<file path="config.mk">
export PLATFORM = sky130hd
export DESIGN_NAME = axi_reg_master_flat
export DESIGN_NICKNAME = d
export VERILOG_FILES = /design/src/rtl/axi_reg_master_pkg.sv /design/src/rtl/axi_reg_master_if.sv /design/src/rtl/axi_reg_master_rsp_buf.sv /design/src/rtl/axi_reg_master.sv /design/src/flat_wrapper.sv
export SDC_FILE = /design/constraint.sdc
export NUM_CORES = 1
export LEC_CHECK = 0
export ABC_AREA = 1
export BUFFER_PORTS_ARGS = -buffer_cell sky130_fd_sc_hd__buf_4
export CAP_MARGIN = 20
export CORE_AREA = 4 4 222 224
export DETAILED_ROUTE_END_ITERATION = 10
export DIE_AREA = 0 0 226 228
export PLACE_DENSITY = 0.47
export SYNTH_ARGS = -nofsm -noshare
export SYNTH_HDL_FRONTEND = slang
export SYNTH_SLANG_ARGS = --single-unit
</file>
<file path="constraint.sdc">
create_clock -name i_aclk -period 3.38 [get_ports i_aclk]
set_clock_uncertainty 0.1 [all_clocks]
set_input_delay 0.676 -clock i_aclk [delete_from_list [all_inputs] [get_ports i_aclk]]
set_output_delay 0.676 -clock i_aclk [all_outputs]
set_load 0.005 [all_outputs]
</file>
<file path="src/rtl/axi_reg_master_pkg.sv">
// Shared types and AXI constants for the single-outstanding register master.
package axi_reg_master_pkg;

  typedef enum logic [2:0] {
    ST_IDLE    = 3'd0,
    ST_WR_REQ  = 3'd1,
    ST_WR_RESP = 3'd2,
    ST_RD_REQ  = 3'd3,
    ST_RD_RESP = 3'd4,
    ST_RSP     = 3'd5
  } state_t;

  localparam logic [1:0] AXI_BURST_INCR   = 2'b01;
  localparam logic [1:0] AXI_RESP_OKAY    = 2'b00;
  localparam logic [1:0] AXI_RESP_EXOKAY  = 2'b01;
  localparam logic [1:0] AXI_RESP_SLVERR  = 2'b10;
  localparam logic [1:0] AXI_RESP_DECERR  = 2'b11;
  localparam logic [3:0] AXI_CACHE_DEVICE = 4'b0000;

  // AxSIZE encoding for a full-width beat of the given data width.
  function automatic int unsigned axi_size_log2(input int unsigned data_width);
    case (data_width)
      8:       return 0;
      16:      return 1;
      32:      return 2;
      64:      return 3;
      128:     return 4;
      default: return 3;
    endcase
  endfunction

endpackage

</file>
<file path="src/rtl/axi_reg_master_if.sv">
// AXI4 bus bundle between the register master and the peripheral crossbar.
interface axi_reg_master_if #(
  parameter int unsigned AXI_ADDR_WIDTH = 64,
  parameter int unsigned AXI_DATA_WIDTH = 64,
  parameter int unsigned AXI_ID_WIDTH   = 6,
  parameter int unsigned AXI_USER_WIDTH = 1
);
  localparam int unsigned STRB_W = AXI_DATA_WIDTH / 8;

  logic [AXI_ID_WIDTH-1:0]   awid;
  logic [AXI_ADDR_WIDTH-1:0] awaddr;
  logic [7:0]                awlen;
  logic [2:0]                awsize;
  logic [1:0]                awburst;
  logic                      awlock;
  logic [3:0]                awcache;
  logic [2:0]                awprot;
  logic [3:0]                awqos;
  logic [3:0]                awregion;
  logic [5:0]                awatop;
  logic [AXI_USER_WIDTH-1:0] awuser;
  logic                      awvalid;
  logic                      awready;

  logic [AXI_DATA_WIDTH-1:0] wdata;
  logic [STRB_W-1:0]         wstrb;
  logic                      wlast;
  logic [AXI_USER_WIDTH-1:0] wuser;
  logic                      wvalid;
  logic                      wready;

  logic [AXI_ID_WIDTH-1:0]   bid;
  logic [1:0]                bresp;
  logic [AXI_USER_WIDTH-1:0] buser;
  logic                      bvalid;
  logic                      bready;

  logic [AXI_ID_WIDTH-1:0]   arid;
  logic [AXI_ADDR_WIDTH-1:0] araddr;
  logic [7:0]                arlen;
  logic [2:0]                arsize;
  logic [1:0]                arburst;
  logic                      arlock;
  logic [3:0]                arcache;
  logic [2:0]                arprot;
  logic [3:0]                arqos;
  logic [3:0]                arregion;
  logic [AXI_USER_WIDTH-1:0] aruser;
  logic                      arvalid;
  logic                      arready;

  logic [AXI_ID_WIDTH-1:0]   rid;
  logic [AXI_DATA_WIDTH-1:0] rdata;
  logic [1:0]                rresp;
  logic                      rlast;
  logic [AXI_USER_WIDTH-1:0] ruser;
  logic                      rvalid;
  logic                      rready;

  modport master (
    output awid, awaddr, awlen, awsize, awburst, awlock, awcache, awprot,
           awqos, awregion, awatop, awuser, awvalid,
    input  awready,
    output wdata, wstrb, wlast, wuser, wvalid,
    input  wready,
    input  bid, bresp, buser, bvalid,
    output bready,
    output arid, araddr, arlen, arsize, arburst, arlock, arcache, arprot,
           arqos, arregion, aruser, arvalid,
    input  arready,
    input  rid, rdata, rresp, rlast, ruser, rvalid,
    output rready
  );

  modport slave (
    input  awid, awaddr, awlen, awsize, awburst, awlock, awcache, awprot,
           awqos, awregion, awatop, awuser, awvalid,
    output awready,
    input  wdata, wstrb, wlast, wuser, wvalid,
    output wready,
    output bid, bresp, buser, bvalid,
    input  bready,
    input  arid, araddr, arlen, arsize, arburst, arlock, arcache, arprot,
           arqos, arregion, aruser, arvalid,
    output arready,
    output rid, rdata, rresp, rlast, ruser, rvalid,
    input  rready
  );

endinterface

</file>
<file path="src/rtl/axi_reg_master_rsp_buf.sv">
// Single-entry valid/ready holding register for the completed response.
module axi_reg_master_rsp_buf #(
  parameter int unsigned DATA_W = 64
) (
  input  logic              i_clk,
  input  logic              i_rst,
  input  logic              i_load,
  input  logic [DATA_W-1:0] i_rdata,
  input  logic [1:0]        i_resp,
  input  logic              i_err,
  input  logic              i_ready,
  output logic              o_valid,
  output logic [DATA_W-1:0] o_rdata,
  output logic [1:0]        o_resp,
  output logic              o_err
);

  logic              r_valid;
  logic [DATA_W-1:0] r_rdata;
  logic [1:0]        r_resp;
  logic              r_err;

  // Payload only changes on load, so it stays stable while valid is held.
  always_ff @(posedge i_clk) begin
    if (i_rst) begin
      r_valid <= 1'b0;
      r_rdata <= '0;
      r_resp  <= 2'b00;
      r_err   <= 1'b0;
    end else if (i_load) begin
      r_valid <= 1'b1;
      r_rdata <= i_rdata;
      r_resp  <= i_resp;
      r_err   <= i_err;
    end else if (r_valid && i_ready) begin
      r_valid <= 1'b0;
    end
  end

  assign o_valid = r_valid;
  assign o_rdata = r_rdata;
  assign o_resp  = r_resp;
  assign o_err   = r_err;

endmodule

</file>
<file path="src/rtl/axi_reg_master.sv">
// Single-outstanding AXI4 register master: one command -> one single-beat read or write.
// Optional: define AXI_REG_MASTER_RESP_CHECK_EN to flag BID/RID/RLAST protocol errors on rsp_err.
module axi_reg_master
  import axi_reg_master_pkg::*;
#(
  parameter int unsigned AXI_ADDR_WIDTH = 64,
  parameter int unsigned AXI_DATA_WIDTH = 64,
  parameter int unsigned AXI_ID_WIDTH   = 6,
  parameter int unsigned AXI_USER_WIDTH = 1,
  parameter int unsigned TXN_ID         = 0
) (
  input  logic                        i_aclk,
  input  logic                        i_areset,
  input  logic                        i_cmd_valid,
  output logic                        o_cmd_ready,
  input  logic                        i_cmd_write,
  input  logic [AXI_ADDR_WIDTH-1:0]   i_cmd_addr,
  input  logic [AXI_DATA_WIDTH-1:0]   i_cmd_wdata,
  input  logic [AXI_DATA_WIDTH/8-1:0] i_cmd_wstrb,
  output logic                        o_rsp_valid,
  input  logic                        i_rsp_ready,
  output logic [AXI_DATA_WIDTH-1:0]   o_rsp_rdata,
  output logic [1:0]                  o_rsp_resp,
  output logic                        o_rsp_err,
  axi_reg_master_if.master            m_axi
);

  localparam int unsigned STRB_W    = AXI_DATA_WIDTH / 8;
  localparam int unsigned SIZE_LOG2 = axi_size_log2(AXI_DATA_WIDTH);

  state_t r_state, w_state_next;

  logic r_cmd_ready, r_awvalid, r_wvalid, r_arvalid, r_bready, r_rready;
  logic w_cmd_ready_d, w_awvalid_d, w_wvalid_d, w_arvalid_d, w_bready_d, w_rready_d;

  logic [AXI_ADDR_WIDTH-1:0] r_awaddr, r_araddr, w_addr_aligned;
  logic [AXI_DATA_WIDTH-1:0] r_wdata;
  logic [STRB_W-1:0]         r_wstrb;

  logic w_cmd_fire, w_aw_done, w_w_done, w_b_fire, w_r_fire, w_rsp_fire;
  logic w_b_err, w_r_err, w_unused;

  logic                      w_ld_valid;
  logic [AXI_DATA_WIDTH-1:0] w_ld_rdata;
  logic [1:0]                w_ld_resp;
  logic                      w_ld_err;

  assign w_cmd_fire     = r_cmd_ready & i_cmd_valid;
  assign w_aw_done      = ~r_awvalid | m_axi.awready;
  assign w_w_done       = ~r_wvalid | m_axi.wready;
  assign w_b_fire       = r_bready & m_axi.bvalid;
  assign w_r_fire       = r_rready & m_axi.rvalid;
  assign w_rsp_fire     = o_rsp_valid & i_rsp_ready;
  assign w_addr_aligned = {i_cmd_addr[AXI_ADDR_WIDTH-1:SIZE_LOG2], SIZE_LOG2'(0)};

`ifdef AXI_REG_MASTER_RESP_CHECK_EN
  assign w_b_err  = (m_axi.bid != AXI_ID_WIDTH'(TXN_ID));
  assign w_r_err  = (m_axi.rid != AXI_ID_WIDTH'(TXN_ID)) | ~m_axi.rlast;
  assign w_unused = ^{m_axi.buser, m_axi.ruser, i_cmd_addr[SIZE_LOG2-1:0]};
`else
  assign w_b_err  = 1'b0;
  assign w_r_err  = 1'b0;
  assign w_unused = ^{m_axi.bid, m_axi.rid, m_axi.rlast, m_axi.buser, m_axi.ruser,
                      i_cmd_addr[SIZE_LOG2-1:0]};
`endif

  always_ff @(posedge i_aclk) begin
    if (i_areset) r_state <= ST_IDLE;
    else          r_state <= w_state_next;
  end

  always_comb begin
    w_state_next = r_state;
    case (r_state)
      ST_IDLE:    if (w_cmd_fire) w_state_next = i_cmd_write ? ST_WR_REQ : ST_RD_REQ;
      ST_WR_REQ:  if (w_aw_done && w_w_done) w_state_next = ST_WR_RESP;
      ST_WR_RESP: if (w_b_fire) w_state_next = ST_RSP;
      ST_RD_REQ:  if (r_arvalid && m_axi.arready) w_state_next = ST_RD_RESP;
      ST_RD_RESP: if (w_r_fire) w_state_next = ST_RSP;
      ST_RSP:     if (w_rsp_fire) w_state_next = ST_IDLE;
      default:    w_state_next = ST_IDLE;
    endcase
  end

  // Next values of the registered handshake outputs and the response-buffer load.
  always_comb begin
    w_cmd_ready_d = (w_state_next == ST_IDLE);
    w_bready_d    = (w_state_next == ST_WR_RESP);
    w_rready_d    = (w_state_next == ST_RD_RESP);
    w_awvalid_d   = 1'b0;
    w_wvalid_d    = 1'b0;
    w_arvalid_d   = 1'b0;
    w_ld_valid    = 1'b0;
    w_ld_rdata    = '0;
    w_ld_resp     = AXI_RESP_OKAY;
    w_ld_err      = 1'b0;
    case (r_state)
      ST_IDLE: begin
        if (w_cmd_fire) begin
          w_awvalid_d = i_cmd_write;
          w_wvalid_d  = i_cmd_write;
          w_arvalid_d = ~i_cmd_write;
        end
      end
      ST_WR_REQ: begin
        w_awvalid_d = r_awvalid & ~m_axi.awready;
        w_wvalid_d  = r_wvalid & ~m_axi.wready;
      end
      ST_RD_REQ: w_arvalid_d = r_arvalid & ~m_axi.arready;
      ST_WR_RESP: begin
        if (w_b_fire) begin
          w_ld_valid = 1'b1;
          w_ld_resp  = m_axi.bresp;
          w_ld_err   = w_b_err;
        end
      end
      ST_RD_RESP: begin
        if (w_r_fire) begin
          w_ld_valid = 1'b1;
          w_ld_rdata = m_axi.rdata;
          w_ld_resp  = m_axi.rresp;
          w_ld_err   = w_r_err;
        end
      end
      default: ;
    endcase
  end

  always_ff @(posedge i_aclk) begin
    if (i_areset) begin
      r_cmd_ready <= 1'b0;
      r_awvalid   <= 1'b0;
      r_wvalid    <= 1'b0;
      r_arvalid   <= 1'b0;
      r_bready    <= 1'b0;
      r_rready    <= 1'b0;
      r_awaddr    <= '0;
      r_araddr    <= '0;
      r_wdata     <= '0;
      r_wstrb     <= '0;
    end else begin
      r_cmd_ready <= w_cmd_ready_d;
      r_awvalid   <= w_awvalid_d;
      r_wvalid    <= w_wvalid_d;
      r_arvalid   <= w_arvalid_d;
      r_bready    <= w_bready_d;
      r_rready    <= w_rready_d;
      if (w_cmd_fire) begin
        if (i_cmd_write) begin
          r_awaddr <= w_addr_aligned;
          r_wdata  <= i_cmd_wdata;
          r_wstrb  <= i_cmd_wstrb;
        end else begin
          r_araddr <= w_addr_aligned;
        end
      end
    end
  end

  axi_reg_master_rsp_buf #(.DATA_W(AXI_DATA_WIDTH)) u_rsp_buf (
    .i_clk   (i_aclk),
    .i_rst   (i_areset),
    .i_load  (w_ld_valid),
    .i_rdata (w_ld_rdata),
    .i_resp  (w_ld_resp),
    .i_err   (w_ld_err),
    .i_ready (i_rsp_ready),
    .o_valid (o_rsp_valid),
    .o_rdata (o_rsp_rdata),
    .o_resp  (o_rsp_resp),
    .o_err   (o_rsp_err)
  );

  assign o_cmd_ready = r_cmd_ready;

  assign m_axi.awid     = AXI_ID_WIDTH'(TXN_ID);
  assign m_axi.awaddr   = r_awaddr;
  assign m_axi.awlen    = 8'd0;
  assign m_axi.awsize   = 3'(SIZE_LOG2);
  assign m_axi.awburst  = AXI_BURST_INCR;
  assign m_axi.awlock   = 1'b0;
  assign m_axi.awcache  = AXI_CACHE_DEVICE;
  assign m_axi.awprot   = 3'b000;
  assign m_axi.awqos    = 4'd0;
  assign m_axi.awregion = 4'd0;
  assign m_axi.awatop   = 6'd0;
  assign m_axi.awuser   = '0;
  assign m_axi.awvalid  = r_awvalid;

  assign m_axi.wdata    = r_wdata;
  assign m_axi.wstrb    = r_wstrb;
  assign m_axi.wlast    = 1'b1;
  assign m_axi.wuser    = '0;
  assign m_axi.wvalid   = r_wvalid;
  assign m_axi.bready   = r_bready;

  assign m_axi.arid     = AXI_ID_WIDTH'(TXN_ID);
  assign m_axi.araddr   = r_araddr;
  assign m_axi.arlen    = 8'd0;
  assign m_axi.arsize   = 3'(SIZE_LOG2);
  assign m_axi.arburst  = AXI_BURST_INCR;
  assign m_axi.arlock   = 1'b0;
  assign m_axi.arcache  = AXI_CACHE_DEVICE;
  assign m_axi.arprot   = 3'b000;
  assign m_axi.arqos    = 4'd0;
  assign m_axi.arregion = 4'd0;
  assign m_axi.aruser   = '0;
  assign m_axi.arvalid  = r_arvalid;
  assign m_axi.rready   = r_rready;

endmodule

</file>
<file path="src/flat_wrapper.sv">
// flat-port wrapper written by rule: the top's interface ports become plain ports
module axi_reg_master_flat import axi_reg_master_pkg::*;
#(
  parameter int unsigned AXI_ADDR_WIDTH = 64,
  parameter int unsigned AXI_DATA_WIDTH = 64,
  parameter int unsigned AXI_ID_WIDTH   = 6,
  parameter int unsigned AXI_USER_WIDTH = 1,
  parameter int unsigned TXN_ID         = 0
)
  (i_aclk, i_areset, i_cmd_valid, o_cmd_ready, i_cmd_write, i_cmd_addr, i_cmd_wdata, i_cmd_wstrb, o_rsp_valid, i_rsp_ready, o_rsp_rdata, o_rsp_resp, o_rsp_err, m_axi_awid, m_axi_awaddr, m_axi_awlen, m_axi_awsize, m_axi_awburst, m_axi_awlock, m_axi_awcache, m_axi_awprot, m_axi_awqos, m_axi_awregion, m_axi_awatop, m_axi_awuser, m_axi_awvalid, m_axi_awready, m_axi_wdata, m_axi_wstrb, m_axi_wlast, m_axi_wuser, m_axi_wvalid, m_axi_wready, m_axi_bid, m_axi_bresp, m_axi_buser, m_axi_bvalid, m_axi_bready, m_axi_arid, m_axi_araddr, m_axi_arlen, m_axi_arsize, m_axi_arburst, m_axi_arlock, m_axi_arcache, m_axi_arprot, m_axi_arqos, m_axi_arregion, m_axi_aruser, m_axi_arvalid, m_axi_arready, m_axi_rid, m_axi_rdata, m_axi_rresp, m_axi_rlast, m_axi_ruser, m_axi_rvalid, m_axi_rready);
  axi_reg_master_if #(.AXI_ADDR_WIDTH(AXI_ADDR_WIDTH), .AXI_DATA_WIDTH(AXI_DATA_WIDTH), .AXI_ID_WIDTH(AXI_ID_WIDTH), .AXI_USER_WIDTH(AXI_USER_WIDTH)) m_axi_i ();
  input  logic i_aclk;
  input  logic i_areset;
  input  logic i_cmd_valid;
  output logic o_cmd_ready;
  input  logic i_cmd_write;
  input  logic [AXI_ADDR_WIDTH-1:0] i_cmd_addr;
  input  logic [AXI_DATA_WIDTH-1:0] i_cmd_wdata;
  input  logic [AXI_DATA_WIDTH/8-1:0] i_cmd_wstrb;
  output logic o_rsp_valid;
  input  logic i_rsp_ready;
  output logic [AXI_DATA_WIDTH-1:0] o_rsp_rdata;
  output logic [1:0] o_rsp_resp;
  output logic o_rsp_err;
  output wire logic [$bits(m_axi_i.awid)-1:0] m_axi_awid;
  output wire logic [$bits(m_axi_i.awaddr)-1:0] m_axi_awaddr;
  output wire logic [$bits(m_axi_i.awlen)-1:0] m_axi_awlen;
  output wire logic [$bits(m_axi_i.awsize)-1:0] m_axi_awsize;
  output wire logic [$bits(m_axi_i.awburst)-1:0] m_axi_awburst;
  output wire logic [$bits(m_axi_i.awlock)-1:0] m_axi_awlock;
  output wire logic [$bits(m_axi_i.awcache)-1:0] m_axi_awcache;
  output wire logic [$bits(m_axi_i.awprot)-1:0] m_axi_awprot;
  output wire logic [$bits(m_axi_i.awqos)-1:0] m_axi_awqos;
  output wire logic [$bits(m_axi_i.awregion)-1:0] m_axi_awregion;
  output wire logic [$bits(m_axi_i.awatop)-1:0] m_axi_awatop;
  output wire logic [$bits(m_axi_i.awuser)-1:0] m_axi_awuser;
  output wire logic [$bits(m_axi_i.awvalid)-1:0] m_axi_awvalid;
  input wire logic [$bits(m_axi_i.awready)-1:0] m_axi_awready;
  output wire logic [$bits(m_axi_i.wdata)-1:0] m_axi_wdata;
  output wire logic [$bits(m_axi_i.wstrb)-1:0] m_axi_wstrb;
  output wire logic [$bits(m_axi_i.wlast)-1:0] m_axi_wlast;
  output wire logic [$bits(m_axi_i.wuser)-1:0] m_axi_wuser;
  output wire logic [$bits(m_axi_i.wvalid)-1:0] m_axi_wvalid;
  input wire logic [$bits(m_axi_i.wready)-1:0] m_axi_wready;
  input wire logic [$bits(m_axi_i.bid)-1:0] m_axi_bid;
  input wire logic [$bits(m_axi_i.bresp)-1:0] m_axi_bresp;
  input wire logic [$bits(m_axi_i.buser)-1:0] m_axi_buser;
  input wire logic [$bits(m_axi_i.bvalid)-1:0] m_axi_bvalid;
  output wire logic [$bits(m_axi_i.bready)-1:0] m_axi_bready;
  output wire logic [$bits(m_axi_i.arid)-1:0] m_axi_arid;
  output wire logic [$bits(m_axi_i.araddr)-1:0] m_axi_araddr;
  output wire logic [$bits(m_axi_i.arlen)-1:0] m_axi_arlen;
  output wire logic [$bits(m_axi_i.arsize)-1:0] m_axi_arsize;
  output wire logic [$bits(m_axi_i.arburst)-1:0] m_axi_arburst;
  output wire logic [$bits(m_axi_i.arlock)-1:0] m_axi_arlock;
  output wire logic [$bits(m_axi_i.arcache)-1:0] m_axi_arcache;
  output wire logic [$bits(m_axi_i.arprot)-1:0] m_axi_arprot;
  output wire logic [$bits(m_axi_i.arqos)-1:0] m_axi_arqos;
  output wire logic [$bits(m_axi_i.arregion)-1:0] m_axi_arregion;
  output wire logic [$bits(m_axi_i.aruser)-1:0] m_axi_aruser;
  output wire logic [$bits(m_axi_i.arvalid)-1:0] m_axi_arvalid;
  input wire logic [$bits(m_axi_i.arready)-1:0] m_axi_arready;
  input wire logic [$bits(m_axi_i.rid)-1:0] m_axi_rid;
  input wire logic [$bits(m_axi_i.rdata)-1:0] m_axi_rdata;
  input wire logic [$bits(m_axi_i.rresp)-1:0] m_axi_rresp;
  input wire logic [$bits(m_axi_i.rlast)-1:0] m_axi_rlast;
  input wire logic [$bits(m_axi_i.ruser)-1:0] m_axi_ruser;
  input wire logic [$bits(m_axi_i.rvalid)-1:0] m_axi_rvalid;
  output wire logic [$bits(m_axi_i.rready)-1:0] m_axi_rready;
  assign m_axi_awid = m_axi_i.awid;
  assign m_axi_awaddr = m_axi_i.awaddr;
  assign m_axi_awlen = m_axi_i.awlen;
  assign m_axi_awsize = m_axi_i.awsize;
  assign m_axi_awburst = m_axi_i.awburst;
  assign m_axi_awlock = m_axi_i.awlock;
  assign m_axi_awcache = m_axi_i.awcache;
  assign m_axi_awprot = m_axi_i.awprot;
  assign m_axi_awqos = m_axi_i.awqos;
  assign m_axi_awregion = m_axi_i.awregion;
  assign m_axi_awatop = m_axi_i.awatop;
  assign m_axi_awuser = m_axi_i.awuser;
  assign m_axi_awvalid = m_axi_i.awvalid;
  assign m_axi_i.awready = m_axi_awready;
  assign m_axi_wdata = m_axi_i.wdata;
  assign m_axi_wstrb = m_axi_i.wstrb;
  assign m_axi_wlast = m_axi_i.wlast;
  assign m_axi_wuser = m_axi_i.wuser;
  assign m_axi_wvalid = m_axi_i.wvalid;
  assign m_axi_i.wready = m_axi_wready;
  assign m_axi_i.bid = m_axi_bid;
  assign m_axi_i.bresp = m_axi_bresp;
  assign m_axi_i.buser = m_axi_buser;
  assign m_axi_i.bvalid = m_axi_bvalid;
  assign m_axi_bready = m_axi_i.bready;
  assign m_axi_arid = m_axi_i.arid;
  assign m_axi_araddr = m_axi_i.araddr;
  assign m_axi_arlen = m_axi_i.arlen;
  assign m_axi_arsize = m_axi_i.arsize;
  assign m_axi_arburst = m_axi_i.arburst;
  assign m_axi_arlock = m_axi_i.arlock;
  assign m_axi_arcache = m_axi_i.arcache;
  assign m_axi_arprot = m_axi_i.arprot;
  assign m_axi_arqos = m_axi_i.arqos;
  assign m_axi_arregion = m_axi_i.arregion;
  assign m_axi_aruser = m_axi_i.aruser;
  assign m_axi_arvalid = m_axi_i.arvalid;
  assign m_axi_i.arready = m_axi_arready;
  assign m_axi_i.rid = m_axi_rid;
  assign m_axi_i.rdata = m_axi_rdata;
  assign m_axi_i.rresp = m_axi_rresp;
  assign m_axi_i.rlast = m_axi_rlast;
  assign m_axi_i.ruser = m_axi_ruser;
  assign m_axi_i.rvalid = m_axi_rvalid;
  assign m_axi_rready = m_axi_i.rready;
  axi_reg_master #(.AXI_ADDR_WIDTH(AXI_ADDR_WIDTH), .AXI_DATA_WIDTH(AXI_DATA_WIDTH), .AXI_ID_WIDTH(AXI_ID_WIDTH), .AXI_USER_WIDTH(AXI_USER_WIDTH), .TXN_ID(TXN_ID)) u_core (.i_aclk(i_aclk), .i_areset(i_areset), .i_cmd_valid(i_cmd_valid), .o_cmd_ready(o_cmd_ready), .i_cmd_write(i_cmd_write), .i_cmd_addr(i_cmd_addr), .i_cmd_wdata(i_cmd_wdata), .i_cmd_wstrb(i_cmd_wstrb), .o_rsp_valid(o_rsp_valid), .i_rsp_ready(i_rsp_ready), .o_rsp_rdata(o_rsp_rdata), .o_rsp_resp(o_rsp_resp), .o_rsp_err(o_rsp_err), .m_axi(m_axi_i));
endmodule
</file>
==> results of run 1 <==
## worst max-delay path: stages, from the launching register on
cell and delay (ns):
sky130_fd_sc_hd__dfxtp_1 0.41, sky130_fd_sc_hd__nand2_1 0.17, sky130_fd_sc_hd__inv_4 0.11, sky130_fd_sc_hd__buf_12 0.43, sky130_fd_sc_hd__nand3_1 0.13, sky130_fd_sc_hd__nand2_1 0.10
sky130_fd_sc_hd__inv_1 0.07, sky130_fd_sc_hd__nand3_1 0.08, sky130_fd_sc_hd__nor2_1 0.04
## synthesized netlist by cell type
| master | n |
|---|---|
| sky130_fd_sc_hd__conb_1 | 2 |
| sky130_fd_sc_hd__a21oi_1 | 194 |
| sky130_fd_sc_hd__a21oi_2 | 10 |
| sky130_fd_sc_hd__nand4_1 | 1 |
| sky130_fd_sc_hd__buf_1 | 5 |
| sky130_fd_sc_hd__nand2_2 | 10 |
| sky130_fd_sc_hd__nor2_2 | 2 |
| sky130_fd_sc_hd__nand3_2 | 2 |
| sky130_fd_sc_hd__buf_2 | 19 |
| sky130_fd_sc_hd__inv_1 | 14 |
| sky130_fd_sc_hd__a31oi_1 | 2 |
| sky130_fd_sc_hd__nand3_1 | 139 |
| sky130_fd_sc_hd__o21ai_0 | 62 |
| sky130_fd_sc_hd__inv_2 | 4 |
| sky130_fd_sc_hd__buf_4 | 89 |
| sky130_fd_sc_hd__nand2_1 | 280 |
| sky130_fd_sc_hd__buf_6 | 10 |
| sky130_fd_sc_hd__dfxtp_1 | 270 |
| sky130_fd_sc_hd__nor2_1 | 146 |
| sky130_fd_sc_hd__clkbuf_1 | 62 |
## sequential cells by signal (all words and copies together), names as in the netlist, 2 cells and up
register                  flops
u_core.u_rsp_buf.o_resp       2
u_core.m_axi.wstrb            8
u_core.u_rsp_buf.o_rdata     64
u_core.m_axi.araddr          61
u_core.m_axi.wdata           64
u_core.r_state                3
u_core.m_axi.awaddr          61
## kinds of logic (layout without fill, tap and decap cells)
| family | after synthesis | after routing | share of synthesized area, % |
|---|---|---|---|
| and+or+nand+nor | 580 | 580 | 23.1 |
| DFF | 270 | 270 | 52.0 |
| AOI/OAI and AO/OA | 268 | 268 | 13.3 |
| buffers and inverters | 203 | 566 | 11.5 |
| other | 2 | 87 | 0.0723 |
## layout make-up
class	instances	area, um^2	area share, %
Clock inverter	4	20.0	0.133
Timing Repair Buffer	495	3780	25.1
Sequential cell	270	5410	35.8
Multi-Input combinational cell	935	4120	27.3
Inverter	18	70.1	0.464
Clock buffer	49	923	6.12
Tap cell	615	769	5.10
## worst max path at each step
| stage | to | depth (start not counted) |
|---|---|---|
| after detailed placement | u_core.m_axi.awaddr[19] | 7 |
| after global placement | u_core.m_axi.awaddr[24] | 7 |
| after floorplan | u_core.m_axi.wdata[10] | 7 |
| final | u_core.m_axi.rready | 8 |
| after global routing | u_core.m_axi.rready | 8 |
| after CTS | u_core.m_axi.rready | 8 |
## stage by stage
stage | utilization (%) | total power, mW | area, um^2 | hold WS [ns]
after global placement | 29.9 | 4.58 | 14100 | 0.349
after CTS | 31.9 | 7.81 | 15100 | 0.207
after detailed placement | 29.9 | 4.59 | 14100 | 0.353
final | 31.9 | 7.67 | 15100 | 0.245
after floorplan | - | 4.01 | 10700 | 0.355
after global routing | 31.9 | 8.04 | 15100 | 0.224
## layer usage
layer / GRT usage, % / vias up / routed length, um
met5: 0 / - / 0
met4: 4.52 / 0 / 1190
met1: 17.1 / 4652 / 15800
met2: 23.5 / 387 / 18600
li1: - / 4988 / -
met3: 4.96 / 66 / 3630
## power by group through the flow
stage               clock network, mW  registers [mW]  logic, mW
floorplan                           0            3.51      0.501
CTS                              3.29            3.44       1.08
global placement                    0            3.50       1.07
finish                           3.16            3.44       1.06
detailed placement                  0            3.50       1.08
global route                     3.40            3.46       1.18
==> insert_results.sql, run 1 <==
INSERT INTO impl_metrics (metric_group, metric, value, unit) VALUES
('worst_setup_path', 'critical_setup_path_kind', 'reg -> reg', ''),
('floorplan', 'rows', '80', ''),
('synthesis', 'syn_area_per_cell', '7.85', 'um^2'),
('placement', 'globalplace.congestion', '0.799', ''),
('worst_setup_path', 'worst_ep_arrival_time', '2.28', 'ns'),
('synthesis', 'number_of_synthesized_register_bits', '270', ''),
('worst_setup_path', 'worst_ep_required_time', '3.69', 'ns'),
('routing', 'wl_per_cell', '16.5', 'um'),
('sta', 'tightestPinTransition', '0.952', 'ns'),
('min_path', 'hold_path_class', 'in -> reg', ''),
('worst_setup_path', 'timing.critical_path.from', 'u_core.o_cmd_ready', ''),
('power_and_ir_drop', 'switchingPower', '2.00', 'mW'),
('grt', 'grt_first_pass_wirelength', '58800', 'um'),
('job', 'max_cap_viol_count', '0', ''),
('sta', 'rsz0062_at_grt', 'no', ''),
('floorplan', 'initial_utilization', '21.9', '%'),
('worst_setup_path', 'setup.worst_path.start_class', 'flip-flop', ''),
('power_and_ir_drop', 'pwr_density_cell', '508', 'nW/um^2'),
('power_and_ir_drop', 'vdd.ir_drop.worst', '258', 'uV'),
('synthesis', 'synthCells', '1323', ''),
('finish', 'post_route_cells_drive_above_1_share', '32.1', '%'),
('clock_tree', 'clk_latency', '0.56', 'ns'),
('power_and_ir_drop', 'portion_of_total_power_attributed_to_combinational_logic', '13.9', '%'),
('routing', 'firstDrtPassIters', '5', ''),
('synthesis', 'post_synth_num_cell_types', '20', ''),
('placement', 'place.detailed.instances', '2333', ''),
('power_and_ir_drop', 'power.static_leakage', '6.59', 'nW'),
('status', 'status', 'complete, no violations', ''),
('power_and_ir_drop', 'internal_power', '5.67', 'mW'),
('synthesis', 'synth_sequential_area_ratio', '52.0', '%'),
('finish', 'nFillCells', '5083', ''),
('floorplan', 'die-width', '226', 'um'),
('grt', 'global_route.usage.total', '14.2', '%'),
('worst_setup_path', 'crit-reg2reg-launch', 'u_core.o_cmd_ready', ''),
('floorplan', 'core_area', '47300', 'um^2'),
('clock_tree', 'tritoncts.num_buffers', '31', ''),
('power_and_ir_drop', 'share_clk_of_total_power', '41.3', '%'),
('sta', 'worst_slack', '1.41', 'ns'),
('floorplan', 'die_area', '51500', 'um^2'),
('clock_tree', 'tritoncts', 'yes', ''),
('grt', 'grt_max_degree', '178', ''),
('finish', 'insertedDiodeCount', '0', ''),
('finish', 'instances_no_fill', '2386', ''),
('min_path', 'min_delay_path_depth', '3', ''),
('min_path', 'min-delay-start', 'i_cmd_addr[60]', ''),
('worst_setup_path', 'timing.rr.end', 'u_core.m_axi.rready', ''),
('clock_tree', 'path_clk_slew', '0.06', 'ns'),
('sta', 'achievable_freq', '508', 'MHz'),
('placement', 'half_perimeter_wire_length_after_detailed_placement', '27000', 'um'),
('synthesis', 'library_cell_occupying_the_most_area_in_the_post_synthesis_netlist', 'sky130_fd_sc_hd__dfxtp_1', ''),
('routing', 'route.antenna.remaining_nets', '0', ''),
('synthesis', 'synthDominantCellAreaShare', '52.0', '%'),
('clock_tree', 'cts.root.buffer_cell', 'sky130_fd_sc_hd__clkbuf_16', ''),
('placement', 'dp_slack', '1.06', 'ns'),
('worst_setup_path', 'worst_r2r_path_depth', '8', ''),
('finish', 'layout.cells.most_common', 'sky130_fd_sc_hd__buf_4', ''),
('sta', 'setup_viol', '0', ''),
('sta', 'period_minus_slack', '1.97', 'ns'),
('clock_tree', 'cts.path.max_buffers', '3', ''),
('sta', 'hold_violations', '0', ''),
('routing', 'num_vias', '10093', ''),
('clock_tree', 'cts.repair_timing.setup_buffer_count', '0', ''),
('finish', 'layout_stage_area_growth_over_the_synthesis_result', '45.3', '%'),
('clock_tree', 'cts_repair_resize_count', '0', ''),
('clock_tree', 'tritoncts_num_sinks', '270', ''),
('worst_setup_path', 'crit_path_max_fanout', '134', ''),
('finish', 'nNetsFinal', '1980', ''),
('power_and_ir_drop', 'swShare', '26.0', '%'),
('routing', 'drc_errors', '0', ''),
('grt', 'first_global_vias', '9740', ''),
('routing', 'drt-vias-per-instance', '4.23', '');
Note: power is estimated with default switching activity, not from simulation.
==> run 2: changes to the inputs <==
--- a/config.mk
+++ b/config.mk
@@ -11,7 +11,7 @@
 export CORE_AREA = 4 4 222 224
 export DETAILED_ROUTE_END_ITERATION = 10
 export DIE_AREA = 0 0 226 228
-export PLACE_DENSITY = 0.47
+export PLACE_DENSITY = 0.48
 export SYNTH_ARGS = -nofsm -noshare
 export SYNTH_HDL_FRONTEND = slang
 export SYNTH_SLANG_ARGS = --single-unit
==> constraint.sdc (replaced) <==
create_clock -name i_aclk -period 1.6 [get_ports i_aclk]
set_clock_uncertainty 0.1 [all_clocks]
set_input_delay 0.32 -clock i_aclk [delete_from_list [all_inputs] [get_ports i_aclk]]
set_output_delay 0.32 -clock i_aclk [all_outputs]
set_load 0.005 [all_outputs]
==> insert_results.sql, run 2 (same netlist as run 1, synthesis figures left out) <==
INSERT INTO impl_metrics (metric_group, metric, value, unit) VALUES
('routing', 'route.antenna.remaining_nets', '0', ''),
('sta', 'hold_violations', '0', ''),
('worst_setup_path', 'crit_path_max_fanout', '18', ''),
('floorplan', 'rows', '80', ''),
('placement', 'port_buffers', '477', ''),
('routing', 'detailedRoute.firstIterationViolations', '460', ''),
('floorplan', 'die-width', '226', 'um'),
('grt', 'number_of_antenna_violations_at_the_first_check_in_global_routing', '0', ''),
('finish', 'layout.cells.most_common', 'sky130_fd_sc_hd__buf_4', ''),
('grt', 'global_route.usage.total', '15.5', '%'),
('sta', 'maxSlewViolCount', '0', ''),
('floorplan', 'core_area', '47300', 'um^2'),
('grt', 'grt_first_pass_wirelength', '63800', 'um'),
('floorplan', 'io-pin-count', '583', ''),
('clock_tree', 'clk_latency', '0.52', 'ns'),
('floorplan', 'die-height', '228', 'um'),
('power_and_ir_drop', 'pwr_density_cell', '993', 'nW/um^2'),
('worst_setup_path', 'worst_ep_arrival_time', '1.83', 'ns'),
('clock_tree', 'depth_of_the_cts_h_tree', '2', ''),
('finish', 'layout.cells.most_common_list', '513 x sky130_fd_sc_hd__buf_4, 278 x sky130_fd_sc_hd__nand2_1, 267 x sky130_fd_sc_hd__dfxtp_1', ''),
('floorplan', 'initial_utilization', '21.9', '%'),
('placement', 'dp_slack', '-0.0666', 'ns'),
('clock_tree', 'cts.repair_timing.setup_buffer_count', '0', ''),
('floorplan', 'die_area', '51500', 'um^2'),
('clock_tree', 'tritoncts', 'yes', ''),
('sta', 'worst_slack', '0.121', 'ns'),
('grt', 'first_global_vias', '11155', ''),
('finish', 'post_route_cells_drive_above_1_share', '30.7', '%'),
('min_path', 'hold_path_class', 'in -> reg', ''),
('power_and_ir_drop', 'total_power', '17.6', 'mW'),
('sta', 'fin_crit_sh', '92.5', '%'),
('routing', 'drc_errors', '0', ''),
('routing', 'post_detailed_routing_wire_length', '42200', 'um'),
('finish', 'final_core_util', '37.4', '%'),
('sta', 'setup-tns-final', '0', 'ns'),
('routing', 'firstDrtPassIters', '7', ''),
('power_and_ir_drop', 'vdd.ir_drop.worst', '799', 'uV'),
('finish', 'insertedDiodeCount', '0', ''),
('routing', 'drt-vias-per-instance', '4.18', ''),
('finish', 'layout_stage_area_growth_over_the_synthesis_result', '70.6', '%'),
('clock_tree', 'cts.root.buffer_cell', 'sky130_fd_sc_hd__clkbuf_16', ''),
('placement', 'half_perimeter_wire_length_after_detailed_placement', '29600', 'um'),
('worst_setup_path', 'worst_ep_required_time', '1.95', 'ns'),
('power_and_ir_drop', 'power.static_leakage', '7.76', 'nW'),
('clock_tree', 'tritoncts_num_sinks', '270', ''),
('clock_tree', 'path_clk_slew', '0.06', 'ns'),
('sta', 'achievable_freq', '676', 'MHz'),
('worst_setup_path', 'setup.worst_path.start_class', 'flip-flop', ''),
('clock_tree', 'cts.path.max_buffers', '3', ''),
('grt', 'globalRouteOverflowTotal', '0', ''),
('worst_setup_path', 'critical_setup_path_kind', 'reg -> reg', ''),
('status', 'status', 'complete, no violations', ''),
('sta', 'setup_viol', '0', ''),
('worst_setup_path', 'crit_path_end_kind', 'flip-flop', ''),
('routing', 'wl_per_cell', '16.0', 'um'),
('placement', 'globalplace.congestion', '0.824', ''),
('grt', 'grt_max_degree', '84', ''),
('sta', 'rsz0062_at_grt', 'no', ''),
('clock_tree', 'tritoncts.num_buffers', '34', ''),
('sta', 'period_minus_slack', '1.48', 'ns'),
('routing', 'num_vias', '10995', ''),
('job', 'max_cap_viol_count', '0', ''),
('finish', 'nNetsFinal', '2224', '');
==> run 2: path summary, 6_finish.rpt <==
| check | from | to | slack (ns) | depth (start not counted) |
|---|---|---|---|---|
| worst max-delay path | u_core.o_cmd_ready | u_core.m_axi.awaddr[46] | 0.12 | 6 |
| worst min-delay path | i_rsp_ready | u_core.u_rsp_buf.o_valid | 0.06 | 4 |
| worst max register to register | u_core.o_cmd_ready | u_core.m_axi.awaddr[46] | 0.12 | 6 |
| worst min register to register | u_core.m_axi.awaddr[7] | u_core.m_axi.awaddr[7] | 0.36 | 2 |
==> run 2: worst max-delay path, stage by stage (launching register included) <==
cell and delay [ns]:
sky130_fd_sc_hd__dfxtp_2 0.39, sky130_fd_sc_hd__nand2_2 0.11, sky130_fd_sc_hd__inv_4 0.12, sky130_fd_sc_hd__buf_12 0.19, sky130_fd_sc_hd__buf_4 0.19, sky130_fd_sc_hd__nand3_1 0.13
sky130_fd_sc_hd__a21oi_1 0.17
==> run 2: per-stage QoR <==
| stage | instances | area [um^2] | hold slack (ns) |
|---|---|---|---|
| after floorplan | 1408 | 10700 | 0.355 |
| after global placement | 2372 | 14600 | 0.347 |
| after detailed placement | 2372 | 14600 | 0.351 |
| after CTS | 2630 | 17700 | 0.0194 |
| after global routing | 2631 | 17700 | 0.0882 |
| final | 2631 | 17700 | 0.0577 |
==> run 2: report_power, final <==
part           switching (mW)  total [mW]  internal, mW
Clock                    2.95        7.39          4.45
Combinational            1.39        2.93          1.54
Sequential              0.202        7.27          7.07
Total                    4.53        17.6          13.1
==> run 2: layer usage <==
layer	share of wire (%)	GRT usage [%]
met5	0	0
met3	8.6	5.72
met1	41	18.3
met4	2.9	4.98
met2	48	26.0
==> run 2: repair_timing <==
item,4_1_cts,5_1_grt
hold buffers,201,0
setup endpoints to repair,116,105
endpoints found under the hold margin,257,0
pin swaps,0,0
gates resized for setup,1,6
cloned,0,1
==> run 2: cell type report <==
cell class | instances | area, um^2
sequential | 270 | 5410
timing repair buffer | 736 | 6280
clock inverter | 8 | 76.3
inverter | 18 | 70.1
clock buffer | 49 | 988
tap | 615 | 769
multi-input combinational | 935 | 4120
fill | 4865 | 29600
